## src/rtl/ysyx_25040105_core_seq.sv

```systemverilog
// ysyx_25040105_core_seq: multi-cycle fetch/execute sequencer with ebreak halt, fetch timeout and commit trace FIFO
module ysyx_25040105_core_seq #(
  parameter int              XLEN          = 32,
  parameter logic [XLEN-1:0] RESET_PC      = 32'h8000_0000,
  parameter int              TRACE_DEPTH   = 8,
  parameter int              FETCH_TIMEOUT = 255
) (
  input  logic            clk,
  input  logic            rst,
  output logic            ifu_req,
  output logic [XLEN-1:0] ifu_addr,
  input  logic            ifu_ack,
  input  logic [31:0]     ifu_inst,
  output logic [XLEN-1:0] pc,
  output logic [31:0]     inst,
  input  logic [XLEN-1:0] next_pc,
  input  logic [XLEN-1:0] a0,
  output logic            exec_en,
  output logic            halt,
  output logic [XLEN-1:0] exit_code,
  output logic            good_trap,
  output logic            timeout,
  output logic            trace_valid,
  input  logic            trace_ready,
  output logic [XLEN-1:0] trace_pc,
  output logic [31:0]     trace_inst,
  output logic [63:0]     commit_cnt
);
  localparam int AW = $clog2(TRACE_DEPTH);
  localparam int CW = $clog2(FETCH_TIMEOUT + 1);
  localparam logic [AW:0]   FULL     = (AW + 1)'(TRACE_DEPTH);
  localparam logic [CW-1:0] WAIT_MAX = CW'(FETCH_TIMEOUT - 1);
  localparam logic [31:0]   EBREAK   = 32'h0010_0073;
  typedef enum logic [1:0] {FETCH, EXEC, HALT} state_t;
  state_t          state;
  logic [CW-1:0]   wait_cnt;
  logic [AW-1:0]   wr_ptr, rd_ptr;
  logic [AW:0]     count;
  logic [XLEN-1:0] pc_mem   [TRACE_DEPTH];
  logic [31:0]     inst_mem [TRACE_DEPTH];
  logic            pop, commit_ok;
  assign trace_valid = count != '0;
  assign pop         = trace_valid && trace_ready;
  assign commit_ok   = count != FULL || pop;
  assign exec_en     = state == EXEC && commit_ok;
  assign ifu_req     = state == FETCH;
  assign ifu_addr    = pc;
  assign trace_pc    = pc_mem[rd_ptr];
  assign trace_inst  = inst_mem[rd_ptr];
  // sequencer: fetch handshake with timeout, commit on a free FIFO slot, sticky halt
  always_ff @(posedge clk or negedge rst) begin
    if (!rst) begin
      state      <= FETCH;
      pc         <= RESET_PC;
      inst       <= '0;
      exit_code  <= '0;
      commit_cnt <= '0;
      halt       <= 1'b0;
      good_trap  <= 1'b0;
      timeout    <= 1'b0;
      wait_cnt   <= '0;
      wr_ptr     <= '0;
      rd_ptr     <= '0;
      count      <= '0;
    end else begin
      wr_ptr <= wr_ptr + AW'(exec_en);
      rd_ptr <= rd_ptr + AW'(pop);
      count  <= count + (AW + 1)'(exec_en) - (AW + 1)'(pop);
      case (state)
        FETCH:
          if (ifu_ack) begin
            inst     <= ifu_inst;
            wait_cnt <= '0;
            state    <= EXEC;
          end else if (wait_cnt == WAIT_MAX) begin
            timeout   <= 1'b1;
            halt      <= 1'b1;
            exit_code <= '1;
            state     <= HALT;
          end else begin
            wait_cnt <= wait_cnt + CW'(1);
          end
        EXEC:
          if (commit_ok) begin
            commit_cnt <= commit_cnt + 64'd1;
            if (inst == EBREAK) begin
              exit_code <= a0;
              good_trap <= a0 == '0;
              halt      <= 1'b1;
              state     <= HALT;
            end else begin
              pc    <= next_pc;
              state <= FETCH;
            end
          end
        default: ;
      endcase
    end
  end
  // trace storage: written at the commit slot, no reset needed since count gates visibility
  always_ff @(posedge clk) begin
    if (exec_en) begin
      pc_mem[wr_ptr]   <= pc;
      inst_mem[wr_ptr] <= inst;
    end
  end
endmodule
```

## config.mk

```make
export PLATFORM = sky130hd
export DESIGN_NAME = ysyx_25040105_core_seq
export DESIGN_NICKNAME = d
export VERILOG_FILES = /design/src/rtl/ysyx_25040105_core_seq.sv
export SDC_FILE = /design/constraint.sdc
export NUM_CORES = 1
export LEC_CHECK = 0
export ABC_AREA = 1
export BUFFER_PORTS_ARGS = -buffer_cell sky130_fd_sc_hd__buf_4
export CAP_MARGIN = 20
export CORE_MARGIN = 2
export CORE_UTILIZATION = 55
export CTS_BUF_LIST = sky130_fd_sc_hd__clkbuf_16
export DETAILED_ROUTE_END_ITERATION = 8
export GPL_TIMING_DRIVEN = 0
export PLACE_DENSITY_LB_ADDON = 0.15
export SLEW_MARGIN = 20
export SYNTH_ARGS = -nofsm -noshare
export SYNTH_HDL_FRONTEND = slang
export SYNTH_SLANG_ARGS = --single-unit
```

## constraint.sdc

```tcl
create_clock -name clk -period 5.8 [get_ports clk]
set_input_delay 1.16 -clock clk [delete_from_list [all_inputs] [get_ports clk]]
set_output_delay 1.16 -clock clk [all_outputs]
set_load 0.05 [all_outputs]
```

# Yosys cells after proc, flatten, opt, wreduce, memory -nomap -nowiden
# Memories as Yosys holds them, arrays and structs flattened.
# Index checks and enable logic that the tools add are counted.
# Widths: inputs -> output; s select.
# op_classes
n_reduce_logical	15
bitwise	2
mux	19
n_eq_ne	10
addsub	6
# ops
op	count
$mux 32	4
$add 64x1->64 const B	1
$pmux 32 s2	1
$eq 32x21->1 const B	1
$logic_not 32->1	1
$mux 8	2
$reduce_and 3->1	4
$add 8x1->8 const B	1
$eq 8x8->1 const B	1
$mux 2	4
$add 3x1->3	2
$mux 1	6
$ne 2x2->1 const B	3
$reduce_and 2->1	3
$reduce_and 5->1	1
$add 4x1->4	1
$ne 2x1->1 const B	2
$ne 4x4->1 const B	1
$pmux 2 s2	1
$reduce_bool 4->1	1
$sub 4x1->4	1
$ne 3x1->1 const B	1
$eq 2x1->1 const B	1
$logic_and 1x1->1	2
5 further kinds	6
# totals
register_bits	183
mem_bits_rw	512
inputBits	100
memories	2
wordCells	66
# mem_list
memory	words	word_bits	read_ports	rd_ports_with_merged_regs	write_ports	line_no	source
inst_mem	8	32	1	0	1	40	logic [31:0] inst_mem [TRACE_DEPTH];
pc_mem	8	32	1	0	1	39	logic [XLEN-1:0] pc_mem [TRACE_DEPTH];

# Longest topological paths before layout
# Gate-level depths: netlist of run 1.
# depth
word_depth	6
depth_mapped	12
mapped_depth_nobuf	12

# Worst setup path after synthesis of run 1
# OpenSTA, ideal clock, no wires.
# synth_timing
path_kind	in2reg
startpoint	input port trace_ready
endpoint	memory inst_mem[1][0], enable pin
path_stages	7
setup_time_ps	486
setup_slack_ps	857
n_path_buf	1
arrival_ps	4457
cell_sequence	nand2_2 -> nand2_2 -> nand2_4 -> buf_6 -> nor2_1 -> inv_1 -> nor2_1
# synth_between
elab_chain_cells	5
# synth_lines
element	line_no	source
from (decl)	24	input logic trace_ready,
$logic_and 1x1->1	43	assign pop = trace_valid && trace_ready;
$logic_or 1x1->1	44	assign commit_ok = count != FULL || pop;
$logic_and 1x1->1	45	assign exec_en = state == EXEC && commit_ok;
$mux 1	102	if (exec_en) begin
$mux 1 (not written as such)	104	inst_mem[wr_ptr] <= inst;
to (decl)	40	
# No other way between the ends.

# Final worst setup path of run 1
# layout_timing
startpoint	register rd_ptr[0]
endpoint	output port trace_inst[21]
# layout_between
elab_chain_cells	1
# layout_lines
element	line_no	source
from (decl)	37	logic [AW-1:0] wr_ptr, rd_ptr;
from (signal assigned)	67	rd_ptr <= rd_ptr + AW'(pop);
$mem_v2 8x32	n/a	
to (decl)	26	output logic [31:0] trace_inst,
# No other way between the ends.

==> qor.csv, run 1 <==
metric,value,unit
status,completed,
min cycle time layout,4190,ps
Critical Path AT,3030,ps
worst path bufs/invs,5,
clock tree sinks,695,
Post-layout nets,3194,
CP max FO,10,
Setup Crit Path Kind,reg2out,
first-pass GRT wire length,124000,um
worst rel slew slack,44.5,%
Leakage,0.0144,uW
skew final,24.7,ps
max cap viols,0,
"flops & latches, synth",695,
f_max,239,MHz
Syn Nets,2731,
Hold/Removal Path Class,reg2reg,
share of the clock period used by the worst path,72.2,%
worst skew pair latency,610,ps
"Clk pin slew, worst setup/hold paths",60,ps
iteration-0 DRC count of the detailed router,1924,
Hold Fails Final Rpt,0,
pre-CTS setup slack,2300,ps
DR vias,21900,
die area,55300,um^2
Die Ht,235,um
GR Overflow Total,0,
Die X,235,um
PD cells,621,nW/um^2
synth unique cells,38,
routability cong.,0.899,
slack of the critical path,1610,ps
minimum hold slack,474,ps
layout cells sized above 1,20.7,%
CORE AREA,52700,um^2
largest net degree at the start of global routing,68,
detailed-route wire length,81100,um
P&R area growth vs syn,22.5,%
Worst Tran Pin Value,832,ps
total power,22300,uW
Setup Viol. Count Final,0,
CP required,4640,ps
number of port buffers,361,
most frequently used flop master after synthesis,edfxtp_1,
Resize count post-CTS,0,
RSZ-0062 raised after global routing,false,
Crit path largest cell delay,540,ps
CTS tree,done,
CTS H-tree depth,3,
antenna violations before repair,1,
crit-path cells,"buf_4, inv_2, buf_2, clkbuf_1, nor2_1, o32ai_1, nand2_1, nand2_1, buf_4",
All-Layer GR Usage,28.9,%
cell row count,84,
DRC violations left,0,
most frequent cells in the layout,"nand2_1 (549), edfxtp_1 (512), nor2_1 (496)",
slowest CP cell,clkbuf_1,
ANT nets after route,0,
number of synthesized flops with an enable pin,512,
Peak VDD IR,420,uV
root buf cell,clkbuf_16,
synthesized area per cell,11.2,um^2
"delay-heaviest family, CP",buffers and inverters,
DPL Wire Length,54000,um
CTS buffer count,72,
post-synthesis sequential area ratio,67.9,%
drt first pass iters,8,
total I/O pin count,362,
Slew Limit Fails,0,
Cells after Synth,2619,
endpoint class of the critical path,output pin,
"Setup Fix Bufs, Post-CTS",0,
via density per instance,5.73,
clk buf depth,3,
startpoint types,flop,
wire per inst,21.2,um
Netlist Area Pre-Place,29400,um^2
"commonest non-fill, non-tap cell in the layout",nand2_1,
hold buffer count at cts,0,
Setup TNS,0,ps
"FFs w/ async S/R, synth",26.3,%
Ys Warns,0,
Initial Util,55.8,%
vias in the first global route,21700,
metal layers:
metal	vias to the layer above	part of all wire [%]	global-route usage, %
met5	-	0	0
met4	0	3.0	10.8
met3	144	9.0	5.66
met2	1035	48	47.3
met1	10700	40	38.6
li1	10000	-	-
cell type report:
type / count / area (um^2)
Clock inverter: 58 / 395
Buffer: 164 / 882
Timing Repair Buffer: 389 / 3410
Inverter: 120 / 450
Fill cell: 3871 / 16700
Clock buffer: 75 / 1880
Multi-Input combinational cell: 1640 / 8150
Tap cell: 688 / 861
Sequential cell: 695 / 20000
Antenna cell: 1 / 2.50
state kept, by name, summed over array words and instances (netlist names):
name and count:
exit_code 32, timeout 1, rd_ptr 3, good_trap 1, wr_ptr 3, state 2
wait_cnt 8, inst 32, commit_cnt 64, inst_mem 256, ifu_addr 32, count 4
halt 1, pc_mem 256
power breakdown:
part	switching, uW	internal, uW	total (uW)
sequential	989	6770	7760
clock	1910	2570	4480
combinational	7230	2860	10100
total	10100	12200	22300
synth_stat cells (all sizes together) (2+ instances only):
cell type / number / share of area [%]
o32ai: 128 / 3.8
xnor2: 20 / 0.60
or2: 3 / 0.064
nor3: 16 / 0.36
inv: 120 / 1.5
nand3: 93 / 1.6
ha: 11 / 0.47
nand4: 74 / 1.6
clkbuf: 61 / 0.78
nand2: 563 / 7.3
o31ai: 2 / 0.051
nand3b: 8 / 0.22
edfxtp: 512 / 52
nor2: 523 / 7.0
mux2: 30 / 1.2
a21oi: 5 / 0.085
dfrtp: 182 / 16
buf: 103 / 2.2
xor2: 21 / 0.63
o21ai: 139 / 2.4
worst register-to-register path, stage by stage (launching register included):
cell and delay [ps]:
dfrtp_1 320, inv_1 70, ha_1 220, nand2_2 100
nand2_2 80, a21oi_1 150, buf_2 270, nand2_1 310
nor2_4 630, buf_16 260, buf_16 190
worst paths after layout:
| kind | start | endpoint | slack [ps] | cells after the start |
|---|---|---|---|---|
| max | rd_ptr[0]$_DFF_PN0_ | trace_inst[21] | 1610 | 9 |
| min | exit_code[17]$_DFFE_PN0P_ | exit_code[17]$_DFFE_PN0P_ | 470 | 2 |
| max reg2reg | count[2]$_DFF_PN0_ | pc_mem[0][8]$_DFFE_PP_ | 2880 | 10 |
| min reg2reg | exit_code[17]$_DFFE_PN0P_ | exit_code[17]$_DFFE_PN0P_ | 470 | 2 |
| max in group asynchronous | rst | inst[19]$_DFFE_PN0P_ | 4210 | 3 |
| min in group asynchronous | rst | exit_code[16]$_DFFE_PN0P_ | 480 | 1 |
cell families after synthesis:
| group | share of synthesized area, % |
|---|---|
| AO/OA/AOI/OAI | 6.35 |
| XOR/XNOR | 1.22 |
| adder cells (fa/ha/maj) | 0.537 |
| flip-flops | 67.9 |
| buffers and inverters | 4.54 |
| AND/OR/NAND/NOR | 18.3 |
| multiplexers | 1.15 |
through the flow:
| stage | util [%] | instances | area [um^2] |
|---|---|---|---|
| 2_1_floorplan | - | 2619 | 29400 |
| 3_3_place_gp | 62.6 | 3668 | 32900 |
| 3_5_place_dp | 64.0 | 3696 | 33700 |
| 4_1_cts | 68.3 | 3829 | 36000 |
| 5_1_grt | 68.3 | 3829 | 36000 |
| 6_report | 68.3 | 3830 | 36000 |
(Power assumes the default switching activity.)
==> run 2: changes to the inputs <==
clock period = 4 ns   (was 5.8 ns; I/O delays follow)
==> run 2 against run 1 <==
Effect of this change:
- critical path depth stayed put
- sequential share of layout area hardly changed
- setup slack worse by 1400 ps
- final cell count hardly changed
- non-clock buffer count is 1 higher
- final area hardly changed
- highest routed layer unchanged
- power is 44% higher
- routed wire length is 0.53% lower
- clock skew hardly changed
- clock power is 40% higher
- global-route usage hardly changed
- register-to-register slack worse by 1900 ps
==> qor.csv, run 2 (synthesized netlist as in run 1, its figures left out) <==
metric,value,unit
status,completed,
Setup Crit Path Kind,reg2out,
die area,55300,um^2
Leakage,0.0145,uW
CTS H-tree depth,3,
Hold Fails Final Rpt,0,
hold buffer count at cts,0,
Peak VDD IR,803,uV
detailed-route wire length,80700,um
drt first pass iters,5,
iteration-0 DRC count of the detailed router,1987,
Post-layout nets,3195,
cell row count,84,
worst skew pair latency,600,ps
pre-CTS setup slack,730,ps
Setup Viol. Count Final,0,
Reg-to-Reg Start,count[2]$_DFF_PN0_,
Critical Path AT,3020,ps
most frequent cells in the layout,"nand2_1 (549), edfxtp_1 (512), nor2_1 (496)",
Worst Tran Pin Value,845,ps
DR vias,22100,
"Setup Fix Bufs, Post-CTS",0,
Die Ht,235,um
root buf cell,clkbuf_16,
first-pass GRT wire length,123000,um
PD cells,894,nW/um^2
clk buf depth,3,
GR Overflow Total,0,
"Clk pin slew, worst setup/hold paths",60,ps
RSZ-0062 raised after global routing,false,
DPL Wire Length,54000,um
slack of the critical path,176,ps
Initial Util,55.8,%
CTS tree,done,
minimum hold slack,101,ps
layout cells sized above 1,20.7,%
number of port buffers,361,
All-Layer GR Usage,28.9,%
worst rel slew slack,43.6,%
clock tree sinks,695,
Hold/Removal Path Class,in2async,
startpoint types,flop,
CP required,3200,ps
R2R Path End,pc_mem[5][5]$_DFFE_PP_,
total I/O pin count,362,
Critical Path End,trace_inst[3],
via density per instance,5.76,
total power,32200,uW
reg2reg setup slack,960,ps
ANT nets after route,0,
max cap viols,0,
routability cong.,0.903,
CP max FO,10,
endpoint class of the critical path,output pin,
DRC violations left,0,
f_max,261,MHz
antenna violations before repair,2,
largest registers,"inst_mem x256, pc_mem x256, commit_cnt x64",
largest net degree at the start of global routing,79,
P&R area growth vs syn,22.5,%
Die X,235,um
CTS buffer count,72,
"commonest non-fill, non-tap cell in the layout",nand2_1,
share of the clock period used by the worst path,95.6,%
min cycle time layout,3820,ps
Slew Limit Fails,0,
vias in the first global route,21700,
wire per inst,21.1,um
CORE AREA,52700,um^2
crit path launch,rd_ptr[0]$_DFF_PN0_,
skew final,24.8,ps
utilization after layout,68.3,%
Reg2Reg Depth,14,
Resize count post-CTS,0,
-- run 2: cell count changes in the layout (fill, tap and decap cells not counted), sizes merged --
cell	change
buf	+1
diode	+1
clkbuf	+2
inv	+14
bufinv	-3
clkinvlp	+3
clkinv	-16
-- run 2: critical path, cell delays in order, from the launching register on --
cell,delay [ps]
dfrtp_1,520
buf_4,280
inv_2,90
buf_2,300
clkbuf_1,490
nor2_1,80
o32ai_1,170
nand2_1,110
nand2_1,150
buf_4,220
-- run 2: layer usage --
layer	vias to the layer above	part of all wire [%]	track usage [%]
li1	10000	-	-
met1	10900	40	38.6
met2	1014	49	47.4
met5	-	0	0
met4	0	2.9	10.4
met3	149	8.6	5.63
-- run 2: power by group --
group,internal (uW),switching (uW)
combinational,4160,10500
sequential,9820,1410
clock,3600,2700
-- run 2: final cells by class --
type | instances | area [um^2]
diodes | 2 | 5.00
plain buffers | 164 | 883
clock inverters | 56 | 307
flip-flops and latches | 695 | 20000
well taps | 688 | 861
fillers | 3894 | 16700
clock buffers | 77 | 1930
repair buffers | 390 | 3450
inverters | 120 | 450
multi-input cells | 1640 | 8150
-- run 2: how the worst min path moves through the flow --
stage,start,end,slack [ps],depth (start not counted)
floorplan,wr_ptr[0]$_DFF_PN0_,wr_ptr[0]$_DFF_PN0_,450,2
finish,rst,exit_code[16]$_DFFE_PN0P_,100,1
global route,rst,exit_code[17]$_DFFE_PN0P_,120,1
CTS,rst,exit_code[17]$_DFFE_PN0P_,100,1
detailed placement,exit_code[10]$_DFFE_PN0P_,exit_code[10]$_DFFE_PN0P_,460,2
global placement,halt$_DFFE_PN0P_,halt$_DFFE_PN0P_,460,2
-- run 2: through the flow --
| step | cells | setup TNS (ps) | area, um^2 |
|---|---|---|---|
| floorplan | 2619 | -161590 | 29400 |
| global placement | 3668 | -1160570 | 33000 |
| detailed placement | 3697 | 0 | 33700 |
| CTS | 3830 | 0 | 36000 |
| global route | 3830 | 0 | 36000 |
| finish | 3832 | 0 | 36000 |
==> run 3: changes to the inputs <==
CELL_PAD_IN_SITES_DETAIL_PLACEMENT = 1   (was unset)
CELL_PAD_IN_SITES_GLOBAL_PLACEMENT = 2   (was unset)
CORE_UTILIZATION = 38   (was 55)
SLEW_MARGIN = unset   (was 20)
==> run 3 against run 2 <==
Effect of this change:
- sequential share of layout area fell by 0.51 points
- sequential power about the same
- final cell count up 9.0%
- power up 2.5%
- register-to-register slack got worse by 240 ps
- clock power increased by 8.1%
- critical path depth unchanged
- worst hold slack gained 100 ps
- combinational power hardly changed
- largest cell class unchanged
- largest power group unchanged
==> qor.csv, run 3 (synthesized netlist as in run 1, its figures left out) <==
metric,value,unit
"Setup Fix Bufs, Post-CTS",0,
slack of the critical path,143,ps
minimum hold slack,201,ps
worst skew pair latency,640,ps
root buf cell,clkbuf_16,
design area,36300,um^2
DPL Wire Length,64700,um
startpoint types,flop,
wire per inst,22.7,um
skew final,19.8,ps
routability cong.,0.828,
Worst Tran Pin Value,882,ps
antenna violations before repair,0,
drt first pass iters,5,
CTS H-tree depth,3,
DP Area,33900,um^2
number of port buffers,361,
P&R area growth vs syn,23.6,%
Setup TNS,0,ps
GR Overflow Total,0,
clock tree sinks,695,
total power,33000,uW
largest registers,"inst_mem x256, pc_mem x256, commit_cnt x64",
"commonest non-fill, non-tap cell in the layout",nand2_1,
"Clk pin slew, worst setup/hold paths",60,ps
Critical Path AT,3060,ps
Hold Fails Final Rpt,0,
CP required,3200,ps
PD cells,908,nW/um^2
pre-CTS setup slack,505,ps
die area,79500,um^2
Post-layout nets,3194,
RSZ-0062 raised after global routing,false,
Setup Viol. Count Final,0,
max cap viols,0,
Peak VDD IR,507,uV
iteration-0 DRC count of the detailed router,1373,
Setup Crit Path Kind,reg2out,
DR top layer,met4,
CTS buffer count,79,
All-Layer GR Usage,23.7,%
total I/O pin count,362,
Leakage,0.0144,uW
DR vias,21800,
Die X,282,um
status,completed,
Die Ht,282,um
R2R Path End,pc_mem[0][1]$_DFFE_PP_,
CORE AREA,76200,um^2
reg2reg setup slack,720,ps
CTS tree,done,
Slew Limit Fails,0,
most frequent cells in the layout,"nand2_1 (549), edfxtp_1 (512), nor2_1 (496)",
largest net degree at the start of global routing,103,
met2 wire len,46700,um
Hold/Removal Path Class,in2async,
ANT nets after route,0,
via density per instance,5.22,
detailed-route wire length,94800,um
DR WL met3,4900,um
M1 wire length,40400,um
layout cells sized above 1,20.7,%
clk buf depth,3,
CP max FO,10,
cell row count,101,
Reg2Reg Depth,10,
f_max,259,MHz
min cycle time layout,3860,ps
DRC violations left,0,
endpoint class of the critical path,output pin,
share of the clock period used by the worst path,96.4,%
worst rel slew slack,41.1,%
vias in the first global route,23400,
Reg-to-Reg Start,count[2]$_DFF_PN0_,
Initial Util,38.5,%
Filler cells,8224,
hold buffer count at cts,0,
first-pass GRT wire length,142000,um
-- run 3: cell count changes in the layout (fill, tap and decap cells not counted), moves of 3 or more --
| cell | before | now |
|---|---|---|
| clkbuf_1 | 60 | 56 |
| clkinvlp_4 | 5 | 1 |
| clkinv_1 | 12 | 25 |
| clkbuf_2 | 1 | 6 |
| buf_12 | 9 | 16 |
| buf_16 | 20 | 5 |
| inv_1 | 137 | 132 |
| clkbuf_16 | 77 | 80 |
-- run 3: worst max path at each step --
stage | slack (ps) | start | endpoint
after detailed placement | 510 | trace_ready | pc_mem[0][7]$_DFFE_PP_
after global placement | -3710 | trace_ready | pc_mem[5][6]$_DFFE_PP_
final | 140 | rd_ptr[0]$_DFF_PN0_ | trace_inst[28]
after CTS | 30 | rd_ptr[0]$_DFF_PN0_ | trace_pc[3]
after global routing | 5 | rd_ptr[0]$_DFF_PN0_ | trace_inst[27]
after floorplan | -630 | count[2]$_DFF_PN0_ | inst_mem[1][0]$_DFFE_PP_
-- run 3: cell type report --
class / count / area (um^2) / area share, %
multi-input cells: 1640 / 8150 / 22.4
diodes: 1 / 2.50 / 0.00689
flip-flops and latches: 695 / 20000 / 54.9
inverters: 120 / 450 / 1.24
repair buffers: 382 / 3180 / 8.74
well taps: 1030 / 1290 / 3.55
clock inverters: 66 / 405 / 1.12
clock buffers: 80 / 2000 / 5.51
plain buffers: 164 / 890 / 2.45
-- run 3: worst max-delay path, stage by stage, from the launching register on --
cell      delay (ps)
dfrtp_1          490
buf_4            260
inv_2             90
buf_2            310
clkbuf_1         580
nor2_1           100
o32ai_1          150
nand2_1           80
nand2_1          150
buf_4            220
-- run 3: where the power goes --
| part | switching (uW) | leakage (uW) | internal, uW |
|---|---|---|---|
| combinational | 10800 | 0.00623 | 4090 |
| sequential | 1470 | 0.00694 | 9830 |
| clock | 2970 | 0.00126 | 3830 |
| total | 15200 | 0.0144 | 17700 |
-- run 3: timing repair --
item,in CTS,in global routing
endpoints found under the setup margin,0,14
endpoints found under the hold margin,0,0
gates resized for setup,0,11
-- run 3: layer usage --
metal	global-route usage, %	vias up
li1	-	9994
met1	30.4	11100
met2	40.5	536
met3	4.42	145
met4	7.64	0
met5	0	-
-- run 3: stage by stage --
step / cells / utilization [%]
2_1_floorplan: 2619 / -
3_5_place_dp: 4031 / 44.5
4_1_cts: 4177 / 47.6
6_report: 4178 / 47.7
3_3_place_gp: 4010 / 43.8
5_1_grt: 4177 / 47.7
